## src/rtl/div5_serial_scheduler_if.sv

```systemverilog
// Requester/scheduler bundle: two operand requests in, grants and divide-by-5 verdict out.
// The residue signal exists only when DIV5_RESIDUE_OUT_EN is defined.
interface div5_serial_scheduler_if #(
  parameter int WIDTH = 8
);
  logic             req0;
  logic             req1;
  logic [WIDTH-1:0] data0;
  logic [WIDTH-1:0] data1;
  logic             gnt0;
  logic             gnt1;
  logic             busy;
  logic             done;
  logic             done_id;
  logic             divisible;
`ifdef DIV5_RESIDUE_OUT_EN
  logic [2:0]       residue;
`endif

  modport master (
    output req0, req1, data0, data1,
`ifdef DIV5_RESIDUE_OUT_EN
    input  residue,
`endif
    input  gnt0, gnt1, busy, done, done_id, divisible
  );

  modport slave (
    input  req0, req1, data0, data1,
`ifdef DIV5_RESIDUE_OUT_EN
    output residue,
`endif
    output gnt0, gnt1, busy, done, done_id, divisible
  );
endinterface

```

## src/rtl/div5_serial_scheduler.sv

```systemverilog
// Round-robin two-requester serial divisibility-by-5 checker (MSB first); DIV5_RESIDUE_OUT_EN adds residue output.
// Latency: grant in T, done in T+WIDTH+1, next grant no earlier than T+WIDTH+2.
// Backpressure: requests are only seen in IDLE; an ungranted req stays pending until a later IDLE.
module div5_serial_scheduler #(
  parameter int WIDTH = 8
) (
  input  logic                  clk,
  input  logic                  reset,
  div5_serial_scheduler_if.slave bus
);
  localparam int CW = $clog2(WIDTH + 1);

  typedef enum logic [1:0] {IDLE, SHIFT, DONE} state_t;

  state_t           state;
  state_t           state_nx;
  logic [WIDTH-1:0] shreg;
  logic [2:0]       res;
  logic [2:0]       res_nx;
  logic [3:0]       dbl;
  logic [CW-1:0]    cnt;
  logic             last_bit;
  logic             last_id;
  logic             owner;
  logic             done_id_q;
  logic             div_q;
  logic             g0;
  logic             g1;
`ifdef DIV5_RESIDUE_OUT_EN
  logic [2:0]       res_q;
`endif

  // {res, bit} is exactly 2*res+bit (0..9), so one conditional subtract keeps it in 0..4
  always_comb begin
    dbl    = {res, shreg[WIDTH-1]};
    res_nx = (dbl >= 4'd5) ? 3'(dbl - 4'd5) : dbl[2:0];
  end

  assign last_bit = (cnt == CW'(WIDTH - 1));

  always_ff @(posedge clk or posedge reset) begin
    if (reset) state <= IDLE;
    else       state <= state_nx;
  end

  always_comb begin
    state_nx = state;
    g0       = 1'b0;
    g1       = 1'b0;
    unique case (state)
      IDLE: begin
        // gated by reset so grants drop the instant reset rises
        if (!reset) begin
          if (bus.req1 && (!bus.req0 || !last_id)) g1 = 1'b1;
          else if (bus.req0)                       g0 = 1'b1;
        end
        if (g0 || g1) state_nx = SHIFT;
      end
      SHIFT: if (last_bit) state_nx = DONE;
      DONE:  state_nx = IDLE;
      default: state_nx = IDLE;
    endcase
  end

  always_ff @(posedge clk or posedge reset) begin
    if (reset) begin
      shreg     <= '0;
      res       <= 3'd0;
      cnt       <= '0;
      last_id   <= 1'b1;
      owner     <= 1'b0;
      done_id_q <= 1'b0;
      div_q     <= 1'b0;
`ifdef DIV5_RESIDUE_OUT_EN
      res_q     <= 3'd0;
`endif
    end else begin
      unique case (state)
        IDLE: begin
          if (g0 || g1) begin
            shreg   <= g1 ? bus.data1 : bus.data0;
            res     <= 3'd0;
            cnt     <= '0;
            owner   <= g1;
            last_id <= g1;
          end
        end
        SHIFT: begin
          shreg <= shreg << 1;
          res   <= res_nx;
          cnt   <= cnt + CW'(1);
          // verdict registered on entry to DONE so it is valid during the done pulse and held after
          if (last_bit) begin
            div_q     <= (res_nx == 3'd0);
            done_id_q <= owner;
`ifdef DIV5_RESIDUE_OUT_EN
            res_q     <= res_nx;
`endif
          end
        end
        default: ;
      endcase
    end
  end

  assign bus.gnt0      = g0;
  assign bus.gnt1      = g1;
  assign bus.busy      = (state != IDLE);
  assign bus.done      = (state == DONE);
  assign bus.done_id   = done_id_q;
  assign bus.divisible = div_q;
`ifdef DIV5_RESIDUE_OUT_EN
  assign bus.residue   = res_q;
`endif
endmodule

```

## src/flat_wrapper.sv

```systemverilog
// flat-port wrapper written by rule: the top's interface ports become plain ports
module div5_serial_scheduler_flat 
#(
  parameter int WIDTH = 8
)
  (clk, reset, bus_req0, bus_req1, bus_data0, bus_data1, bus_gnt0, bus_gnt1, bus_busy, bus_done, bus_done_id, bus_divisible);
  div5_serial_scheduler_if #(.WIDTH(WIDTH)) bus_i ();
  input  logic clk;
  input  logic reset;
  input wire logic [$bits(bus_i.req0)-1:0] bus_req0;
  input wire logic [$bits(bus_i.req1)-1:0] bus_req1;
  input wire logic [$bits(bus_i.data0)-1:0] bus_data0;
  input wire logic [$bits(bus_i.data1)-1:0] bus_data1;
  output wire logic [$bits(bus_i.gnt0)-1:0] bus_gnt0;
  output wire logic [$bits(bus_i.gnt1)-1:0] bus_gnt1;
  output wire logic [$bits(bus_i.busy)-1:0] bus_busy;
  output wire logic [$bits(bus_i.done)-1:0] bus_done;
  output wire logic [$bits(bus_i.done_id)-1:0] bus_done_id;
  output wire logic [$bits(bus_i.divisible)-1:0] bus_divisible;
  assign bus_i.req0 = bus_req0;
  assign bus_i.req1 = bus_req1;
  assign bus_i.data0 = bus_data0;
  assign bus_i.data1 = bus_data1;
  assign bus_gnt0 = bus_i.gnt0;
  assign bus_gnt1 = bus_i.gnt1;
  assign bus_busy = bus_i.busy;
  assign bus_done = bus_i.done;
  assign bus_done_id = bus_i.done_id;
  assign bus_divisible = bus_i.divisible;
  div5_serial_scheduler #(.WIDTH(WIDTH)) u_core (.clk(clk), .reset(reset), .bus(bus_i));
endmodule
```

## config.mk

```make
export PLATFORM = sky130hd
export DESIGN_NAME = div5_serial_scheduler_flat
export DESIGN_NICKNAME = d
export VERILOG_FILES = /design/src/rtl/div5_serial_scheduler_if.sv /design/src/rtl/div5_serial_scheduler.sv /design/src/flat_wrapper.sv
export SDC_FILE = /design/constraint.sdc
export NUM_CORES = 1
export LEC_CHECK = 0
export BUFFER_PORTS_ARGS = -buffer_cell sky130_fd_sc_hd__buf_2
export CORE_ASPECT_RATIO = 0.7
export CORE_MARGIN = 10
export CORE_UTILIZATION = 25
export CTS_CLUSTER_SIZE = 24
export DETAILED_ROUTE_END_ITERATION = 12
export HOLD_SLACK_MARGIN = 0.03
export PLACE_DENSITY = 0.5
export REMOVE_ABC_BUFFERS = 1
export SYNTH_ARGS = -nofsm -noshare
export SYNTH_HDL_FRONTEND = slang
export SYNTH_SLANG_ARGS = --single-unit
```

## constraint.sdc

```tcl
create_clock -name clk -period 1.4 [get_ports clk]
set_input_delay 0 -clock clk [delete_from_list [all_inputs] [get_ports clk]]
set_output_delay 0 -clock clk [all_outputs]
set_load 0.005 [all_outputs]
```

==> results of run 1 <==
[timing repair]
action                                 in CTS  in global routing
pin swaps                                   2                  4
setup endpoints to repair                   3                 14
endpoints found under the hold margin      22                  0
cloned                                      0                  0
hold buffers                                4                  0
buffers inserted                            1                  3
resized for setup                           4                 10
[through the flow]
stage	std cells	hold WS [ns]	power [mW]	TNS (ns)
after floorplan	107	-0.02421	1.896	-2.579
after global placement	202	0.09086	2.435	0
after detailed placement	202	0.09727	2.491	-0.1584
after CTS	211	0.03070	3.003	0
after global routing	214	0.03548	3.405	-0.04336
final	214	0.03091	3.129	0
[logic make-up (layout without fill, tap and decap cells)]
kind of cell    Yosys count  in the layout  synth area share [%]
compound gates           38             38                 20.34
simple gates             27             27                 13.13
flops                    21             21                 45.32
buf+inv                  11             58                 7.426
mux                      10             10                 9.042
fa+ha+maj                 3              3                 3.230
xor+xnor                  2              2                 1.507
[area by class of cell]
type                       count  area share, %
timing repair buffer          48          20.25
sequential                    21          33.39
inverter                       6          1.424
clock buffer                   4          2.848
multi-input combinational     80          37.74
tap                           55          4.351
[critical path, delay by kind of cell, from the launching register on]
family | cells | cell delay, ns
flip-flops | 1 | 0.39
multiplexers | 1 | 0.28
adder cells (fa/ha/maj) | 1 | 0.19
AND/OR/NAND/NOR | 2 | 0.38
[flip-flops by register name (all words and copies together), names as in the netlist]
register	flops
u_core.bus.divisible	1
u_core.owner	1
u_core.bus.done_id	1
u_core.last_id	1
u_core.shreg	8
u_core.state	2
u_core.cnt	4
u_core.res	3
[Yosys cell counts]
cell type	count	share of area [%]
inv_1	6	1.9
buf_6	1	0.97
a21boi_0	1	0.65
nor3_1	2	0.86
a22oi_1	3	1.9
o21ba_2	1	0.86
xnor2_1	1	0.75
a31oi_1	3	1.6
ha_1	3	3.2
bufbuf_16	1	2.8
buf_4	2	1.3
nor3_4	1	1.4
mux2_4	1	1.3
nor2b_4	1	1.2
and3_2	1	0.65
or2_2	1	0.54
xor2_1	1	0.75
and2b_2	1	0.75
a21oi_1	9	3.9
o22ai_1	1	0.54
nand2_1	8	2.6
or2b_1	1	0.65
o21ai_0	13	5.6
o21ai_2	1	0.75
a22o_1	6	4.5
nor4_1	1	0.54
dfrtp_1	20	43
buf_2	1	0.43
nor2_1	5	1.6
nand3_1	3	1.3
nand2b_1	2	1.1
dfstp_2	1	2.3
mux2i_1	9	7.8
[final timing paths]
kind,from,end,slack (ns),depth (start not counted)
worst max-delay path,u_core.cnt[1]$_DFFE_PP0P_,u_core.bus.done_id$_DFFE_PP0P_,0.05,4
worst min-delay path,bus_data0[5],u_core.shreg[5]$_DFFE_PP0P_,0.03,3
worst max register to register,u_core.cnt[1]$_DFFE_PP0P_,u_core.bus.done_id$_DFFE_PP0P_,0.05,4
worst min register to register,u_core.owner$_DFFE_PP0P_,u_core.owner$_DFFE_PP0P_,0.50,2
max in group asynchronous,reset,u_core.last_id$_DFFE_PP1P_,0.78,4
min in group asynchronous,reset,u_core.shreg[0]$_DFFE_PP0P_,0.35,4
[where the power goes]
group,internal (mW),switching (mW)
clock network,0.203,0.206
registers,0.884,0.227
logic,0.892,0.716
total,1.98,1.15
[per-layer routing]
metal	global-route usage (%)	up-vias	wire [µm]
met5	0	-	0
met3	4.208	2	217
met1	9.289	485	1376
met2	12.66	22	1365
li1	-	494	-
met4	0.8333	0	4
==> results.json, run 1 <==
{
  "grt_start_max_net_pins": 22,
  "period_minus_slack_ns": 1.349,
  "die-width_um": 101.5,
  "min_period_over_period_pct": 96.35,
  "ys_ff_latch": 21,
  "worst_pin_slew_ns": 0.2969,
  "worstPathArrival_ns": 1.50,
  "synthesis.area_per_instance_um2": 10.38,
  "grt-ovfl-total": 0,
  "max_cap_viol_count": 0,
  "insertedDiodeCount": 0,
  "routed_wire_length_per_instance_um": 13.85,
  "run_status": "complete, no violations",
  "slew_headroom_pct": 80.13,
  "ios": 26,
  "place_ws_ns": -0.1113,
  "timing_hold_violations_final": 0,
  "dp_hpwl_um": 2305,
  "synthesis.instances": 112,
  "leakagePower_nw": 0.7564,
  "filler_cell_count": 463,
  "core_mm2": 0.004404,
  "cellPowerDensity_mw_per_mm2": 1978,
  "grt_antenna_before_repair": 0,
  "core.rowCount": 20,
  "setup_viol_count_final": 0,
  "ff_latch_area_um2": 528.0,
  "slowest_delay_ns": 0.39,
  "grt_first_pass_wirelength_um": 5043,
  "rsz_0062_raised_after_global_routing": "yes",
  "cts.root.buffer_cell": "clkbuf_8",
  "ys_warn_count": 0,
  "nNetsFinal": 183,
  "cts.reportedPaths.clkPinSlew_ns": 0.08,
  "die_height_um": 77.05,
  "commonest_cells_after_routing_fill_and_taps_aside": "buf_2 (25), dfrtp_1 (19), buf_4 (18), o21ai_0 (13), mux2i_1 (9)",
  "netlist-cell-type-count": 33,
  "initialDrtViolationCount": 65,
  "count_of_clock_tree_sinks": 21,
  "slew_viol_final": 0,
  "hp_class": "primary input to flip-flop",
  "area_delta_synth_final_pct": 36.06,
  "fmax_mhz": 741.3,
  "data_required_time_of_the_worst_path_ns": 1.55,
  "detailed_routing_iteration_count_for_the_pre_antenna_repair_pass": 2,
  "worst-setup-path-type": "flip-flop to flip-flop",
  "clock_path_buffers": 2,
  "postRouteAntennaNets": 0,
  "final_critical_path_setup_slack_ns": 0.05108,
  "synth_sequential_area_ratio_pct": 45.32,
  "place_congestion": 0.7365,
  "postPlaceCellArea_mm2": 0.001418,
  "vias_in_the_first_global_route": 1111,
  "finalCoreUtilization_pct": 35.91,
  "clock_tree_from_tritoncts": "done",
  "htree_levels": 1,
  "timing.clock.skew_ns": 0.001584,
  "worst_vdd_ir_mv": 0.6804,
  "cp-end-kind": "flip-flop",
  "insertion_delay_ns": 0.26,
  "die-area_mm2": 0.007821,
  "critical_path_peak_fanout": 2,
  "share_of_layout_cells_above_drive_strength_1_pct": 41.51,
  "drt_drc_violations_left": 0,
  "mostFrequentLayoutCell": "buf_2",
  "critical-path-slowest-cell": "dfrtp_1",
  "fin_area_mm2": 0.001582,
  "floorplan.initialDensity_pct": 26.39,
  "syn_area_mm2": 0.001162,
  "tritoncts.num_buffers": 3,
  "port-buffer-count": 25,
  "route.detailed.vias_per_inst": 4.687,
  "grt_util_all_layers_pct": 7.873,
  "vias": 1003,
  "critical_path.cell_chain": "ha_2 -> and2b_2 -> and3_4 -> mux2_4",
  "route.final.wire_length_um": 2963,
  "crit_path_start_kind": "flip-flop",
  "multi_input_comb_area_um2": 596.8
}
Power figures use the tool's default switching activity.
==> run 2: changes to the inputs <==
clock period = 1.1 ns   (was 1.4 ns; I/O delays follow)
==> run 2 against run 1 <==
  * Worst setup slack got worse by 0.30 ns
  * Utilization rose by 10 points
  * The flow now finishes with violations (negative setup slack)
  * Via count rose by 11%
  * Global-route usage rose by 1.0 points
  * Combinational power rose by 90%
  * Critical endpoint is now bus_gnt1
  * Sequential cell count did not move
  * Critical path depth rose by 1
  * Cell count rose by 15%
==> results.json, run 2 (synthesis results as in run 1) <==
{
  "rsz_0062_raised_after_global_routing": "yes",
  "die_height_um": 77.05,
  "top_regs": "u_core.shreg x8, u_core.cnt x4, u_core.res x3",
  "crit_path_start_kind": "flip-flop",
  "reg2reg_depth": 4,
  "routed_wire_length_per_instance_um": 13.63,
  "timing.clock.skew_ns": 0.006979,
  "cts.reportedPaths.clkPinSlew_ns": 0.08,
  "count_of_clock_tree_sinks": 21,
  "min_period_over_period_pct": 122.4,
  "violations": "negative setup slack",
  "critical_path_peak_fanout": 5,
  "mostFrequentLayoutCell": "buf_4",
  "die-width_um": 101.5,
  "grt_start_max_net_pins": 13,
  "dp_hpwl_um": 2488,
  "drt_drc_violations_left": 0,
  "vias_in_the_first_global_route": 1231,
  "tritoncts.num_buffers": 3,
  "core.rowCount": 20,
  "switching_share_pct": 36.04,
  "die-area_mm2": 0.007821,
  "route.detailed.vias_per_inst": 4.528,
  "regMostFlops": "u_core.shreg",
  "grt_util_all_layers_pct": 8.877,
  "ios": 26,
  "commonest_cells_after_routing_fill_and_taps_aside": "buf_4 (32), buf_2 (23), dfrtp_1 (18), dlygate4sd3_1 (13), o21ai_1 (11)",
  "grt-ovfl-total": 0,
  "route.final.wire_length_um": 3352,
  "largest_register_ff_count": 8,
  "grt_antenna_before_repair": 0,
  "final_critical_path_setup_slack_ns": -0.2461,
  "relative_contribution_of_combinational_cells_to_total_power_pct": 61.0,
  "vias": 1114,
  "insertion_delay_ns": 0.26,
  "leakagePower_nw": 0.9454,
  "netSwitchingPower_mw": 1.809,
  "cells_on_worst_hold_path": 3,
  "place_congestion": 0.7445,
  "grt_first_pass_wirelength_um": 5727,
  "initialDrtViolationCount": 26,
  "share_of_layout_cells_above_drive_strength_1_pct": 57.07,
  "htree_levels": 1,
  "filler_cell_count": 412,
  "setup_viol_count_final": 25,
  "clock_power_share_pct": 10.2,
  "worst_vdd_ir_mv": 0.9970,
  "clock_path_buffers": 2,
  "run_status": "finished, violations left",
  "period_minus_slack_ns": 1.346,
  "hp_class": "primary input to flip-flop",
  "postRouteAntennaNets": 0,
  "insertedDiodeCount": 0,
  "data_required_time_of_the_worst_path_ns": 1.10,
  "slew_headroom_pct": 73.84,
  "cts.root.buffer_cell": "clkbuf_8",
  "timing_hold_violations_final": 0,
  "seq_power_share_pct": 28.9,
  "max_cap_viol_count": 0,
  "worst-setup-path-type": "flip-flop to primary output",
  "finalHoldWorstSlack_ns": 0.03987,
  "worstPathArrival_ns": 1.35,
  "slew_viol_final": 0,
  "fmax_mhz": 742.9,
  "core_mm2": 0.004404,
  "floorplan.initialDensity_pct": 26.39,
  "detailed_routing_iteration_count_for_the_pre_antenna_repair_pass": 4,
  "area_delta_synth_final_pct": 74.60,
  "cp-end-kind": "primary output",
  "worst_pin_slew_ns": 0.3924,
  "nNetsFinal": 215,
  "clock_tree_from_tritoncts": "done",
  "port-buffer-count": 25,
  "cellPowerDensity_mw_per_mm2": 2473,
  "report.power.total_mw": 5.018,
  "power_report.internal_total_mw": 3.210,
  "place_ws_ns": -0.4362
}
run 2: layout make-up:
class,count,area [µm²],area share [%]
Multi-Input combinational cell,80,711.9,35.08
Tap cell,55,68.82,3.391
Sequential cell,21,529.3,26.08
Clock buffer,3,41.29,2.035
Timing Repair Buffer,80,650.6,32.06
Inverter,6,22.52,1.110
Clock inverter,1,5.005,0.2466
run 2: path summary, 6_finish.rpt:
check	start	slack, ns	endpoint
max	u_core.state[1]$_DFFE_PP0P_	-0.25	bus_gnt1
min	bus_data1[6]	0.04	u_core.shreg[6]$_DFFE_PP0P_
max reg2reg	u_core.cnt[1]$_DFFE_PP0P_	-0.22	u_core.bus.done_id$_DFFE_PP0P_
min reg2reg	u_core.owner$_DFFE_PP0P_	0.49	u_core.owner$_DFFE_PP0P_
max in group asynchronous	reset	0.43	u_core.last_id$_DFFE_PP1P_
min in group asynchronous	reset	0.43	u_core.cnt[2]$_DFFE_PP0P_
run 2: repair_timing:
item	CTS	global route
setup buffers	5	6
setup endpoints to repair	25	25
pin swaps	18	8
gates cloned	1	0
gates resized for setup	41	22
hold endpoints to repair	27	0
hold buffers	13	0
run 2: metrics by stage:
| step | cell area [µm²] | std cells | util [%] | setup TNS [ns] |
|---|---|---|---|---|
| 2_1_floorplan | 1099 | 107 | - | -8.180 |
| 3_3_place_gp | 1538 | 218 | 34.91 | -3.543 |
| 3_5_place_dp | 1538 | 218 | 34.91 | -4.353 |
| 4_1_cts | 1906 | 241 | 43.27 | -4.505 |
| 5_1_grt | 2029 | 246 | 46.08 | -6.060 |
| 6_report | 2029 | 246 | 46.08 | -4.097 |
run 2: worst max-delay path, stage by stage, from the launching register on:
cell     delay, ns
dfrtp_2       0.48
nor3_4        0.23
nand2_1       0.11
buf_6         0.13
inv_2         0.04
buf_2         0.10
run 2: routing by layer:
metal / global-route usage (%) / vias to the layer above / part of all wire, %
met5: 0 / - / 0
met4: 0.8333 / 0 / 0
met3: 3.312 / 0 / 5.3
met2: 14.75 / 22 / 49
met1: 10.96 / 533 / 46
li1: - / 559 / -
run 2: power groups by stage:
| stage | logic [mW] | clock network, mW | registers, mW |
|---|---|---|---|
| 6_report | 3.06 | 0.511 | 1.45 |
| 5_1_grt | 3.39 | 0.577 | 1.50 |
| 4_1_cts | 2.70 | 0.540 | 1.41 |
| 3_5_place_dp | 2.08 | 0 | 1.38 |
| 3_3_place_gp | 2.00 | 0 | 1.36 |
| 2_1_floorplan | 1.04 | 0 | 1.38 |
==> run 3: changes to the inputs <==
CELL_PAD_IN_SITES_DETAIL_PLACEMENT = 0   (was not set)
CELL_PAD_IN_SITES_GLOBAL_PLACEMENT = 1   (was not set)
HOLD_SLACK_MARGIN = not set   (was 0.03)
PLACE_DENSITY = 0.59   (was 0.5)
RECOVER_POWER = 100   (was not set)
==> run 3 against run 2 <==
  * The flow still finishes with violations (negative setup slack)
  * Sequential share of layout area up 4.4 points
  * Utilization down 6.6 points
  * Worst setup slack better by 0.017 ns
  * Clock power up 2%
  * Critical path type is now flip-flop to flip-flop
  * Critical endpoint is now u_core.res[1]$_DFFE_PP0P_
  * Largest cell class unchanged
==> results.json, run 3 (synthesis results as in run 1) <==
{
  "run_status": "finished, violations left",
  "violations": "negative setup slack",
  "clock_path_buffers": 2,
  "grt_start_max_net_pins": 13,
  "stdcell_count": 225,
  "drt_drc_violations_left": 0,
  "largest_register_ff_count": 8,
  "final_critical_path_setup_slack_ns": -0.2287,
  "timing_hold_violations_final": 0,
  "place.detailed.instances": 211,
  "floorplan.initialDensity_pct": 26.39,
  "critical_path_peak_fanout": 4,
  "core.rowCount": 20,
  "die_height_um": 77.05,
  "routed_wire_length_per_instance_um": 13.31,
  "htree_levels": 1,
  "clock_tree_from_tritoncts": "done",
  "timing.clock.skew_ns": 0.002029,
  "mostFrequentLayoutCell": "buf_4",
  "dp_hpwl_um": 2232,
  "detailed_routing_iteration_count_for_the_pre_antenna_repair_pass": 4,
  "regMostFlops": "u_core.shreg",
  "core_mm2": 0.004404,
  "rsz_0062_raised_after_global_routing": "yes",
  "tritoncts.num_buffers": 3,
  "vias": 1027,
  "count_of_clock_tree_sinks": 21,
  "die-width_um": 101.5,
  "cts.reportedPaths.clkPinSlew_ns": 0.08,
  "grtUsageMet2_pct": 12.28,
  "area_delta_synth_final_pct": 49.62,
  "worst_vdd_ir_mv": 0.9369,
  "setup_viol_count_final": 25,
  "postRouteAntennaNets": 0,
  "period_minus_slack_ns": 1.329,
  "worst-setup-path-type": "flip-flop to flip-flop",
  "share_of_layout_cells_above_drive_strength_1_pct": 54.12,
  "nNetsFinal": 194,
  "worstPathArrival_ns": 1.54,
  "hp_class": "primary input to flip-flop",
  "top_regs": "u_core.shreg x8, u_core.cnt x4, u_core.res x3",
  "slew_headroom_pct": 67.10,
  "grt_most_used_layer": "met2",
  "worst_pin_slew_ns": 0.4935,
  "fmax_mhz": 752.6,
  "grt_first_pass_wirelength_um": 5112,
  "route.detailed.vias_per_inst": 4.564,
  "grt_antenna_before_repair": 0,
  "cp-end-kind": "flip-flop",
  "leakagePower_nw": 0.8101,
  "grt_util_all_layers_pct": 7.835,
  "initialDrtViolationCount": 34,
  "cellPowerDensity_mw_per_mm2": 2521,
  "groute.layer.met1.usage_pct": 9.284,
  "max_cap_viol_count": 0,
  "ios": 26,
  "data_required_time_of_the_worst_path_ns": 1.31,
  "crit_path_start_kind": "flip-flop",
  "slew_viol_final": 0,
  "place_congestion": 0.7654,
  "setup_total_negative_slack_ns": -3.848,
  "port-buffer-count": 25,
  "grt-ovfl-total": 0,
  "die-area_mm2": 0.007821,
  "vias_in_the_first_global_route": 1155,
  "cts.root.buffer_cell": "clkbuf_8",
  "commonest_cells_after_routing_fill_and_taps_aside": "buf_4 (23), buf_2 (22), dfrtp_1 (18), mux2i_1 (9), o21ai_1 (9)",
  "min_period_over_period_pct": 120.8,
  "insertion_delay_ns": 0.26,
  "insertedDiodeCount": 0,
  "use_met3_pct": 3.850,
  "route.final.wire_length_um": 2995
}
-- run 3: layout make-up --
| cell class | count | area (µm²) |
|---|---|---|
| fillers | 452 | 2665 |
| multi-input cells | 80 | 655.6 |
| flip-flops and latches | 21 | 529.3 |
| repair buffers | 59 | 417.9 |
| well taps | 55 | 68.82 |
| clock buffers | 4 | 45.04 |
| inverters | 6 | 22.52 |
-- run 3: what timing repair did --
| item | CTS | global route |
|---|---|---|
| pin swaps | 13 | 2 |
| hold buffers | 2 | 0 |
| hold endpoints to repair | 22 | 0 |
| gates resized for setup | 37 | 12 |
| setup endpoints to repair | 25 | 25 |
| buffers inserted | 8 | 2 |
-- run 3: per-stage QoR --
step           hold slack [ns]  worst slack, ns  total power, mW  cell area (µm²)  util [%]
3_3_place_gp           0.04335          -0.3117            3.255             1485     33.72
3_5_place_dp           0.04166          -0.3530            3.305             1485     33.72
4_1_cts               0.004512          -0.2293            4.268             1698     38.55
6_report              0.008934          -0.2287            4.384             1739     39.49
5_1_grt                0.02038          -0.2849            4.753             1739     39.49
2_1_floorplan         -0.02421          -0.6450            2.413             1099         -
-- run 3: layer usage --
metal	up-vias	routed length, µm
met3	5	160
li1	518	-
met1	484	1467
met2	20	1335
met5	-	0
met4	0	32
-- run 3: worst paths after layout --
kind / start / slack (ns) / endpoint / cells after the start
max in group asynchronous: reset / 0.31 / u_core.last_id$_DFFE_PP1P_ / 4
min in group asynchronous: reset / 0.39 / u_core.owner$_DFFE_PP0P_ / 4
worst max-delay path: u_core.shreg[7]$_DFFE_PP0P_ / -0.23 / u_core.res[1]$_DFFE_PP0P_ / 5
worst min register to register: u_core.owner$_DFFE_PP0P_ / 0.51 / u_core.owner$_DFFE_PP0P_ / 2
worst max register to register: u_core.shreg[7]$_DFFE_PP0P_ / -0.23 / u_core.res[1]$_DFFE_PP0P_ / 5
worst min-delay path: bus_data0[1] / 0.009 / u_core.shreg[1]$_DFFE_PP0P_ / 3
-- run 3: worst max-delay path, stage by stage, from the launching register on --
cell      delay (ns)
dfrtp_1         0.42
ha_2            0.19
nand2b_4        0.14
a21oi_4         0.15
mux2i_1         0.23
a22o_1          0.14
-- run 3: power breakdown --
group	internal, mW	leakage, nW	switching [mW]
Combinational	1.39	0.527	1.04
Sequential	1.13	0.260	0.305
Clock	0.259	0.0228	0.260
